**src/rtl/alu_exec_unit.sv**
```systemverilog
// Execute stage behind the 16x16 register file: one-cycle ALU ops plus a 16-step
// shift-add multiply, finishing with a one-cycle write-back strobe.
//   state  | meaning
//   S_IDLE | waiting for Start; Busy low
//   S_EXEC | single-cycle ALU op completes on the next edge
//   S_MUL  | shift-add multiply, one partial product per edge
module alu_exec_unit #(
    parameter int WIDTH  = 16,
    parameter int ADDR_W = 4
) (
    input  logic              CLK,
    input  logic              RSTn,
    input  logic              Start,
    input  logic [2:0]        Op,
    input  logic [ADDR_W-1:0] Dst_addr,
    input  logic [WIDTH-1:0]  Src,
    input  logic [WIDTH-1:0]  Dest,
    output logic              Busy,
    output logic              Done,
    output logic              WR,
    output logic [ADDR_W-1:0] Wr_addr,
    output logic [WIDTH-1:0]  Result,
    output logic              Z,
    output logic              N,
    output logic              C
);
    localparam int CNT_W = $clog2(WIDTH);
    localparam logic [CNT_W-1:0] CNT_LAST = CNT_W'(WIDTH - 1);

    typedef enum logic [1:0] {S_IDLE, S_EXEC, S_MUL} state_t;

    state_t              state_q;
    logic [2:0]          op_q;
    logic [ADDR_W-1:0]   addr_q;
    logic [WIDTH-1:0]    a_q, b_q;
    logic [2*WIDTH-1:0]  acc_q, mcand_q;
    logic [WIDTH-1:0]    mplier_q;
    logic [CNT_W-1:0]    cnt_q;
    logic                busy_q, done_q, wr_q;
    logic [ADDR_W-1:0]   wr_addr_q;
    logic [WIDTH-1:0]    result_q;
    logic                z_q, n_q, c_q;

    logic [CNT_W-1:0]    shamt;
    logic [WIDTH:0]      sum, diff, shl, shr;
    logic [WIDTH-1:0]    alu_res_d, fin_res_d;
    logic                alu_c_d, fin_c_d;
    logic [2*WIDTH-1:0]  acc_d;

    always_comb begin
        shamt     = b_q[CNT_W-1:0];
        sum       = {1'b0, a_q} + {1'b0, b_q};
        diff      = {1'b0, a_q} - {1'b0, b_q};
        shl       = {1'b0, a_q} << shamt;
        // Extra low bit catches the last bit shifted out to the right.
        shr       = {a_q, 1'b0} >> shamt;
        alu_res_d = '0;
        alu_c_d   = 1'b0;
        case (op_q)
            3'b000:  begin alu_res_d = sum[WIDTH-1:0];  alu_c_d = sum[WIDTH];  end
            3'b001:  begin alu_res_d = diff[WIDTH-1:0]; alu_c_d = diff[WIDTH]; end
            3'b010:  alu_res_d = a_q & b_q;
            3'b011:  alu_res_d = a_q | b_q;
            3'b100:  alu_res_d = a_q ^ b_q;
            3'b101:  begin alu_res_d = shl[WIDTH-1:0];  alu_c_d = shl[WIDTH];  end
            3'b110:  begin alu_res_d = shr[WIDTH:1];    alu_c_d = shr[0];      end
            default: ;
        endcase
        acc_d     = acc_q + (mplier_q[0] ? mcand_q : '0);
        fin_res_d = (state_q == S_MUL) ? acc_d[WIDTH-1:0] : alu_res_d;
        fin_c_d   = (state_q == S_MUL) ? (|acc_d[2*WIDTH-1:WIDTH]) : alu_c_d;
    end

    always_ff @(posedge CLK) begin
        if (!RSTn) begin
            state_q   <= S_IDLE;
            op_q      <= '0;
            addr_q    <= '0;
            a_q       <= '0;
            b_q       <= '0;
            acc_q     <= '0;
            mcand_q   <= '0;
            mplier_q  <= '0;
            cnt_q     <= '0;
            busy_q    <= 1'b0;
            done_q    <= 1'b0;
            wr_q      <= 1'b0;
            wr_addr_q <= '0;
            result_q  <= '0;
            z_q       <= 1'b0;
            n_q       <= 1'b0;
            c_q       <= 1'b0;
        end else begin
            done_q <= 1'b0;
            wr_q   <= 1'b0;
            case (state_q)
                S_IDLE: begin
                    if (Start) begin
                        op_q     <= Op;
                        addr_q   <= Dst_addr;
                        a_q      <= Dest;
                        b_q      <= Src;
                        acc_q    <= '0;
                        mcand_q  <= {{WIDTH{1'b0}}, Dest};
                        mplier_q <= Src;
                        cnt_q    <= '0;
                        busy_q   <= 1'b1;
                        state_q  <= (Op == 3'b111) ? S_MUL : S_EXEC;
                    end
                end
                S_MUL: begin
                    acc_q    <= acc_d;
                    mcand_q  <= mcand_q << 1;
                    mplier_q <= mplier_q >> 1;
                    cnt_q    <= cnt_q + 1'b1;
                    if (cnt_q == CNT_LAST) begin
                        state_q   <= S_IDLE;
                        busy_q    <= 1'b0;
                        done_q    <= 1'b1;
                        wr_q      <= 1'b1;
                        wr_addr_q <= addr_q;
                        result_q  <= fin_res_d;
                        z_q       <= (fin_res_d == '0);
                        n_q       <= fin_res_d[WIDTH-1];
                        c_q       <= fin_c_d;
                    end
                end
                default: begin
                    state_q   <= S_IDLE;
                    busy_q    <= 1'b0;
                    done_q    <= 1'b1;
                    wr_q      <= 1'b1;
                    wr_addr_q <= addr_q;
                    result_q  <= fin_res_d;
                    z_q       <= (fin_res_d == '0);
                    n_q       <= fin_res_d[WIDTH-1];
                    c_q       <= fin_c_d;
                end
            endcase
        end
    end

    assign Busy    = busy_q;
    assign Done    = done_q;
    assign WR      = wr_q;
    assign Wr_addr = wr_addr_q;
    assign Result  = result_q;
    assign Z       = z_q;
    assign N       = n_q;
    assign C       = c_q;
endmodule

```
**config.mk**
```make
export PLATFORM = sky130hd
export DESIGN_NAME = alu_exec_unit
export DESIGN_NICKNAME = d
export VERILOG_FILES = /design/src/rtl/alu_exec_unit.sv
export SDC_FILE = /design/constraint.sdc
export NUM_CORES = 1
export LEC_CHECK = 0
export ABC_AREA = 1
export CAP_MARGIN = 20
export CORE_AREA = 10 10 172 174
export DETAILED_ROUTE_END_ITERATION = 12
export DIE_AREA = 0 0 182 184
export PLACE_DENSITY = 0.7
export SLEW_MARGIN = 20
export SYNTH_ARGS = -nofsm -noshare
export SYNTH_HDL_FRONTEND = slang
export SYNTH_SLANG_ARGS = --single-unit
```
**constraint.sdc**
```tcl
create_clock -name CLK -period 3.25 [get_ports CLK]
set_clock_uncertainty 0.05 [all_clocks]
set_input_delay 0.4875 -clock CLK [delete_from_list [all_inputs] [get_ports CLK]]
set_output_delay 0.4875 -clock CLK [all_outputs]
set_load 0.01 [all_outputs]
```
==> metrics.md, run 1 <==
| Metric | Value |
|---|---|
| Outcome | `complete, no violations` |
| Residual DRC | `0` |
| Worst IR Drop VDD | `0.000345 V` |
| Reg clk slew, reported paths | `80 ps` |
| Largest net degree at the start of global routing | `73` |
| Num ports | `68` |
| GPL Wtd Cong | `1.01` |
| CTS root buffer | `clkbuf_16` |
| Fmax | `324 MHz` |
| Post-synth top flop | `dfxtp_1` |
| Fill count | `2700` |
| Clock sinks | `149` |
| Total number of vias | `13000` |
| Max-cap viol count | `0` |
| Setup TNS | `0 ps` |
| CORE AREA | `25900 sq um` |
| Via/cell ratio | `5.61` |
| Fin. Hold Viols | `0` |
| Routed Antenna Nets | `0` |
| Global-route wire length before repair | `69400 um` |
| Int Pwr | `0.00392 W` |
| Number of synthesized flops with an enable pin | `0` |
| Yosys warns | `0` |
| Die Ht | `184 um` |
| Switching share of total power | `43.3%` |
| N_diodes | `0` |
| Synth Area per Inst | `6.03 sq um` |
| Static Leak | `6.25 nW` |
| Cts bufs inserted | `17` |
| Fin crit share | `95.1%` |
| Drt pass-1 iters | `5` |
| Part of the Yosys area used for sequential elements | `25.8%` |
| Worst Max-Slew Pin Slew | `758 ps` |
| Slew Limit Fails | `0` |
| Post-synth net total | `2047` |
| Starting DRT DRC Count | `1470` |
| Vias in the first global route | `11900` |
| Post-Synthesis Cells | `1917` |
| Synth cell count leaders | `588 x nand2_1, 190 x a21oi_1, 183 x inv_1` |
| Clock Latency Late Sink | `440 ps` |
| Bufs on Longest Clock Path | `2` |
| Most frequent cell after synthesis | `nand2_1` |
| Reg-to-reg startpoint | `a_q[12]$_SDFFE_PN0P_` |
| Worst Path Max Fanout | `6` |
| Initial antenna violation count | `0` |
| Post-CTS Repair Setup Buffers | `0` |
| Top post-synthesis cells by area | `dfxtp_1 26%, nand2_1 19%, ha_1 9.2%` |
| Synth top area share | `25.8%` |
| Hold Crit Class | `input pin to flip-flop` |
| Layout area overhead | `15.5%` |
| Port buffer count | `67` |
| R2r setup slk | `160 ps` |
| Critical Path Sink Type | `flip-flop` |
| DR WL/cell | `19.4 um` |
| Final layout net count | `2105` |
| CP Capture Point | `Z$_SDFFE_PN0P_` |
| R2R depth | `15` |
| DIE WIDTH | `182 um` |
| Max H-tree Level | `4` |
| Clock power share | `29.8%` |
| Critical Path RT | `3570 ps` |
| Netlist cell types | `43` |
| GRT overflow | `0` |
| Register bit total from synthesis | `149` |
| # rows | `59` |
| Layout cell share with drive strength beyond 1 | `6.19%` |
| Hpwl dp | `35800 um` |
| Pwr Density | `518 nW/um^2` |
| RSZ-0062 raised after global routing | `no` |
| Min Tclk post-route | `3090 ps` |
| Crit path kind | `flip-flop to flip-flop` |
| Cell taking the most area after synthesis | `dfxtp_1` |
| Final setup viols | `0` |
| TritonCTS clock tree | `built` |
| Crit path from | `a_q[12]$_SDFFE_PN0P_` |
| CP Launch Type | `flip-flop` |
| Reg power frac | `31.1%` |
| Hold_sp | `RSTn` |
| Mapped cell area | `11600 sq um` |
| Die area | `33500 sq um` |
| Routed wire length | `45100 um` |
| Rel. slew slack | `49.5%` |
| Logic gate share of total power | `39.2%` |
| Psw | `0.00300 W` |
| Crit path DAT | `3410 ps` |
| Initial core utilization | `44.6%` |
| Async set-or-reset flop fraction in the synthesized netlist | `0%` |
| GRT Overall Usage | `26.1%` |
| Pwr Total | `0.00692 W` |
| Total placed instance area | `12700 sq um` |
| Reg2Reg Capture Point | `Z$_SDFFE_PN0P_` |
| Post-route cell area | `13400 sq um` |
[flip-flops by register name (all words and copies together) (netlist names)]
register,count
Result,16
Wr_addr,4
acc_q,32
state_q,2
mplier_q,16
C,1
WR,1
op_q,3
addr_q,4
a_q,16
cnt_q,4
mcand_q,32
Busy,1
Z,1
b_q,16
[logic make-up (layout without fill, tap and decap cells)]
| family | Yosys count | count (layout) | share of synthesized area [%] |
|---|---|---|---|
| buf+inv | 276 | 347 | 9.62 |
| xor+xnor | 5 | 5 | 0.379 |
| fa+ha+maj | 88 | 88 | 9.72 |
| compound gates | 416 | 416 | 19.5 |
| flops | 149 | 149 | 25.8 |
| simple gates | 983 | 983 | 35.0 |
[worst min-delay path by stage]
stage,to,slack [ps],depth (start not counted)
4_1_cts,acc_q[4]$_SDFFE_PN0P_,370,3
3_5_place_dp,Result[14]$_SDFFE_PN0P_,400,2
6_report,acc_q[4]$_SDFFE_PN0P_,410,3
2_1_floorplan,mplier_q[15]$_SDFFE_PN0P_,390,2
5_1_grt,acc_q[3]$_SDFFE_PN0P_,410,3
3_3_place_gp,Result[10]$_SDFFE_PN0P_,400,2
[worst max-delay path, cell delays in order (launching register included)]
cell and delay (ps):
dfxtp_1 570, inv_1 120, ha_1 330, inv_1 80, nor2_1 50, nor2_1 370
nand3_1 150, nor2_1 300, nand3_1 240, nand2_1 140, nand2_1 130, nor2_1 140
nand2_1 60, nor2_1 90, nand2_1 70, a21oi_2 100
[power by group through the flow]
| stage | Combinational, W | Sequential, W | Clock [W] |
|---|---|---|---|
| floorplan | 0.00163 | 0.00215 | 0 |
| global placement | 0.00264 | 0.00218 | 0 |
| detailed placement | 0.00263 | 0.00219 | 0 |
| CTS | 0.00265 | 0.00214 | 0.00209 |
| global route | 0.00296 | 0.00217 | 0.00218 |
| finish | 0.00271 | 0.00215 | 0.00206 |
[cells in the final DEF (no fill, tap or decap), drive strengths merged, types with 3 or more instances in the layout]
master | netlist | final
clkdlybuf4s50 | 0 | 66
clkbuf | 46 | 17
or2 | 4 | 4
a21oi | 193 | 193
clkinvlp | 0 | 3
ha | 85 | 85
nand3b | 7 | 7
o21ai | 145 | 145
and2 | 3 | 3
nor2 | 164 | 164
nand2 | 592 | 592
buf | 39 | 58
fa | 3 | 3
nand4 | 17 | 17
nand3 | 180 | 180
nor3 | 16 | 16
a31oi | 35 | 35
a22o | 13 | 13
a21o | 3 | 3
dfxtp | 149 | 149
clkinv | 0 | 7
o22ai | 11 | 11
o21a | 5 | 5
xor2 | 5 | 5
inv | 191 | 196
[final cells by class]
type                            instances  area, sq um  share of cell area, %
Sequential cell                       149         2980                   22.3
Clock inverter                         15          185                   1.39
Tap cell                              335          419                   3.14
Clock buffer                           17          425                   3.19
Inverter                              191          719                   5.39
Timing Repair Buffer                  124         1130                   8.43
Multi-Input combinational cell       1492         7490                   56.1
[through the flow]
stage | hold WS (ps) | setup slack [ps] | util, % | cells
floorplan | 390 | 617 | - | 1917
global placement | 397 | 62.9 | 49.1 | 2291
detailed placement | 403 | 95.0 | 49.1 | 2291
CTS | 372 | 82.1 | 51.4 | 2323
global route | 406 | 11.8 | 51.5 | 2323
finish | 407 | 159 | 51.5 | 2323
[layer usage]
metal	routed length [um]	part of all wire, %	vias to the layer above	global-route usage (%)
met5	0	0	-	0
li1	-	-	6439	-
met1	20600	46	5973	36.2
met2	18900	42	548	38.5
met3	4310	9.6	78	6.00
met4	1390	3.1	0	9.57
[repair_timing]
item	CTS	global route
hold buffers	0	0
gates resized for setup	0	8
endpoints found under the setup margin	0	4
(Power assumes the default switching activity.)
==> inputs of run 2 (changes only) <==
--- a/config.mk
+++ b/config.mk
@@ -10,8 +10,10 @@
 export CORE_AREA = 10 10 172 174
 export DETAILED_ROUTE_END_ITERATION = 12
 export DIE_AREA = 0 0 182 184
+export GPL_ROUTABILITY_DRIVEN = 0
+export HOLD_SLACK_MARGIN = 0.05
 export PLACE_DENSITY = 0.7
-export SLEW_MARGIN = 20
+export SLEW_MARGIN = 0
 export SYNTH_ARGS = -nofsm -noshare
 export SYNTH_HDL_FRONTEND = slang
 export SYNTH_SLANG_ARGS = --single-unit
==> metrics.md, run 2 (synthesized netlist as in run 1, its figures left out) <==
| Metric | Value |
|---|---|
| Setup TNS | `0 ps (unchanged)` |
| Die Ht | `184 um (unchanged)` |
| GRT Overall Usage | `23.9% (was 26.1%)` |
| DR WL/cell | `18.0 um (was 19.4 um)` |
| Fin. Hold Viols | `0 (unchanged)` |
| Final setup viols | `0 (unchanged)` |
| Worst Path Max Fanout | `6 (unchanged)` |
| GRT overflow | `0 (unchanged)` |
| Residual DRC | `0 (unchanged)` |
| Initial antenna violation count | `0 (unchanged)` |
| Starting DRT DRC Count | `1750 (was 1470)` |
| Slowest CP cell | `dfxtp_2 (was dfxtp_1)` |
| Crit path DAT | `3420 ps (was 3410 ps)` |
| Stages on worst setup path | `16 (was 15)` |
| R2R depth | `16 (was 15)` |
| Static Leak | `6.10 nW (was 6.25 nW)` |
| Worst hold path depth | `1 (was 3)` |
| Max H-tree Level | `4 (unchanged)` |
| Cts repair resizes | `0 (unchanged)` |
| CORE AREA | `25900 sq um (unchanged)` |
| Clock Latency Late Sink | `440 ps (about the same)` |
| Min Tclk post-route | `3090 ps (about the same)` |
| Commonest non-fill, non-tap cell in the layout | `nand2_1 (unchanged)` |
| Vias in the first global route | `12000 (was 11900)` |
| Final layout net count | `2079 (was 2105)` |
| Max-cap viol count | `0 (unchanged)` |
| Slew Limit Fails | `0 (unchanged)` |
| Routed wire length | `41300 um (was 45100 um)` |
| Bufs on Longest Clock Path | `2 (unchanged)` |
| Fmax | `323 MHz (was 324 MHz)` |
| Placed insts | `2265 (was 2291)` |
| Layout area overhead | `13.3% (was 15.5%)` |
| Hold Buf Count CTS | `0 (unchanged)` |
| Pwr Density | `514 nW/um^2 (was 518 nW/um^2)` |
| Crit path max-delay family | `simple AND/OR/NAND/NOR gates (unchanged)` |
| CTS root buffer | `clkbuf_16 (unchanged)` |
| Finished Layout Cells | `2297 (was 2323)` |
| Critical Path RT | `3570 ps (about the same)` |
| Global-route wire length before repair | `65300 um (was 69400 um)` |
| Post-CTS Repair Setup Buffers | `0 (unchanged)` |
| Clock sinks | `149 (unchanged)` |
| Routed Antenna Nets | `0 (unchanged)` |
| RSZ-0062 raised after global routing | `no (unchanged)` |
| # rows | `59 (unchanged)` |
| Hold Crit Class | `flip-flop to flip-flop (was input pin to flip-flop)` |
| Die area | `33500 sq um (unchanged)` |
| Outcome | `complete, no violations (unchanged)` |
| Total number of vias | `13100 (was 13000)` |
| Total placed instance area | `12500 sq um (was 12700 sq um)` |
| Layout cell share with drive strength beyond 1 | `4.84% (was 6.19%)` |
| DIE WIDTH | `182 um (unchanged)` |
| Reg clk slew, reported paths | `80 ps (about the same)` |
| Post-route cell area | `13100 sq um (was 13400 sq um)` |
| Via/cell ratio | `5.71 (was 5.61)` |
| Crit path kind | `flip-flop to flip-flop (unchanged)` |
| Largest net degree at the start of global routing | `76 (was 73)` |
| Hpwl dp | `31900 um (was 35800 um)` |
| N_diodes | `0 (unchanged)` |
| Slowest stage delay, CP | `450 ps (was 570 ps)` |
| Buffers and inverters on the worst path | `2 (unchanged)` |
| Drt pass-1 iters | `8 (was 5)` |
| Final WS setup | `157 ps (was 159 ps)` |
| Fin crit share | `95.2% (was 95.1%)` |
| Worst IR Drop VDD | `0.000318 V (was 0.000345 V)` |
| CP Launch Type | `flip-flop (unchanged)` |
| Initial core utilization | `44.6% (unchanged)` |
| Num ports | `68 (unchanged)` |
| Worst Max-Slew Pin Slew | `1050 ps (was 758 ps)` |
| Rel. slew slack | `29.9% (was 49.5%)` |
| Critical Path Sink Type | `flip-flop (unchanged)` |
| TritonCTS clock tree | `built (unchanged)` |
| Top flop regs | `acc_q (32), mcand_q (32) (unchanged)` |
| Cts bufs inserted | `17 (unchanged)` |
| Most frequent CP cell | `nand2_1 (was nor2_1)` |
| Port buffer count | `67 (unchanged)` |
| Worst path cell trace | `inv_1 -> ha_1 -> inv_1 -> nand2_1 -> nor3_1 -> and2_1 -> nand2_1 -> nand2_1 -> nand2_1 -> nand3_1 -> nand3_1 -> a21oi_2 -> nand3_1 -> nor2_1 -> nand2_1 -> a21oi_2 (was inv_1 -> ha_1 -> inv_1 -> nor2_1 -> nor2_1 -> nand3_1 -> nor2_1 -> nand3_1 -> nand2_1 -> nand2_1 -> nor2_1 -> nand2_1 -> nor2_1 -> nand2_1 -> a21oi_2)` |
| Commonest cells after routing, fill and taps aside | `587 x nand2_1, 189 x a21oi_1, 181 x inv_1 (was 586 x nand2_1, 189 x a21oi_1, 181 x inv_1)` |
| Setup Slack @ Placement | `235 ps (was 95.0 ps)` |
## run 2: changes by cell type in the layout (fill, tap and decap cells not counted), sizes merged
cell,before,now
inv,196,197
clkinv,7,6
buf,58,32
## run 2: path summary, 6_finish.rpt
| kind | from | end | slack, ps |
|---|---|---|---|
| setup / recovery | a_q[11]$_SDFFE_PN0P_ | Z$_SDFFE_PN0P_ | 160 |
| setup reg to reg | a_q[11]$_SDFFE_PN0P_ | Z$_SDFFE_PN0P_ | 160 |
| hold reg to reg | addr_q[3]$_SDFFE_PN0P_ | Wr_addr[3]$_SDFFE_PN0P_ | 420 |
| hold / removal | addr_q[3]$_SDFFE_PN0P_ | Wr_addr[3]$_SDFFE_PN0P_ | 420 |
## run 2: per-stage QoR
stage	hold slack, ps	power (W)	utilization, %
after floorplan	390	0.00378	-
final	422	0.00674	50.5
after global placement	398	0.00458	48.2
after global routing	445	0.00705	50.5
after CTS	421	0.00663	50.5
after detailed placement	404	0.00460	48.2
## run 2: final cells by class
class / count / area (sq um)
Multi-Input combinational cell: 1492 / 7480
Clock buffer: 17 / 425
Clock inverter: 15 / 164
Timing Repair Buffer: 98 / 902
Inverter: 191 / 719
Tap cell: 335 / 419
Fill cell: 2679 / 12800
Sequential cell: 149 / 2990
## run 2: report_power, final
group | internal, W | total, W | switching [W]
registers | 0.00200 | 0.00216 | 0.000160
logic | 0.000784 | 0.00253 | 0.00175
clock network | 0.00103 | 0.00205 | 0.00102
total | 0.00381 | 0.00674 | 0.00293
## run 2: routing by layer
layer	global-route usage [%]	routed length, um	up-vias
li1	-	-	6384
met1	33.1	18100	5820
met2	33.4	16100	786
met3	6.54	5230	130
met4	10.9	1780	0
met5	0	0	-
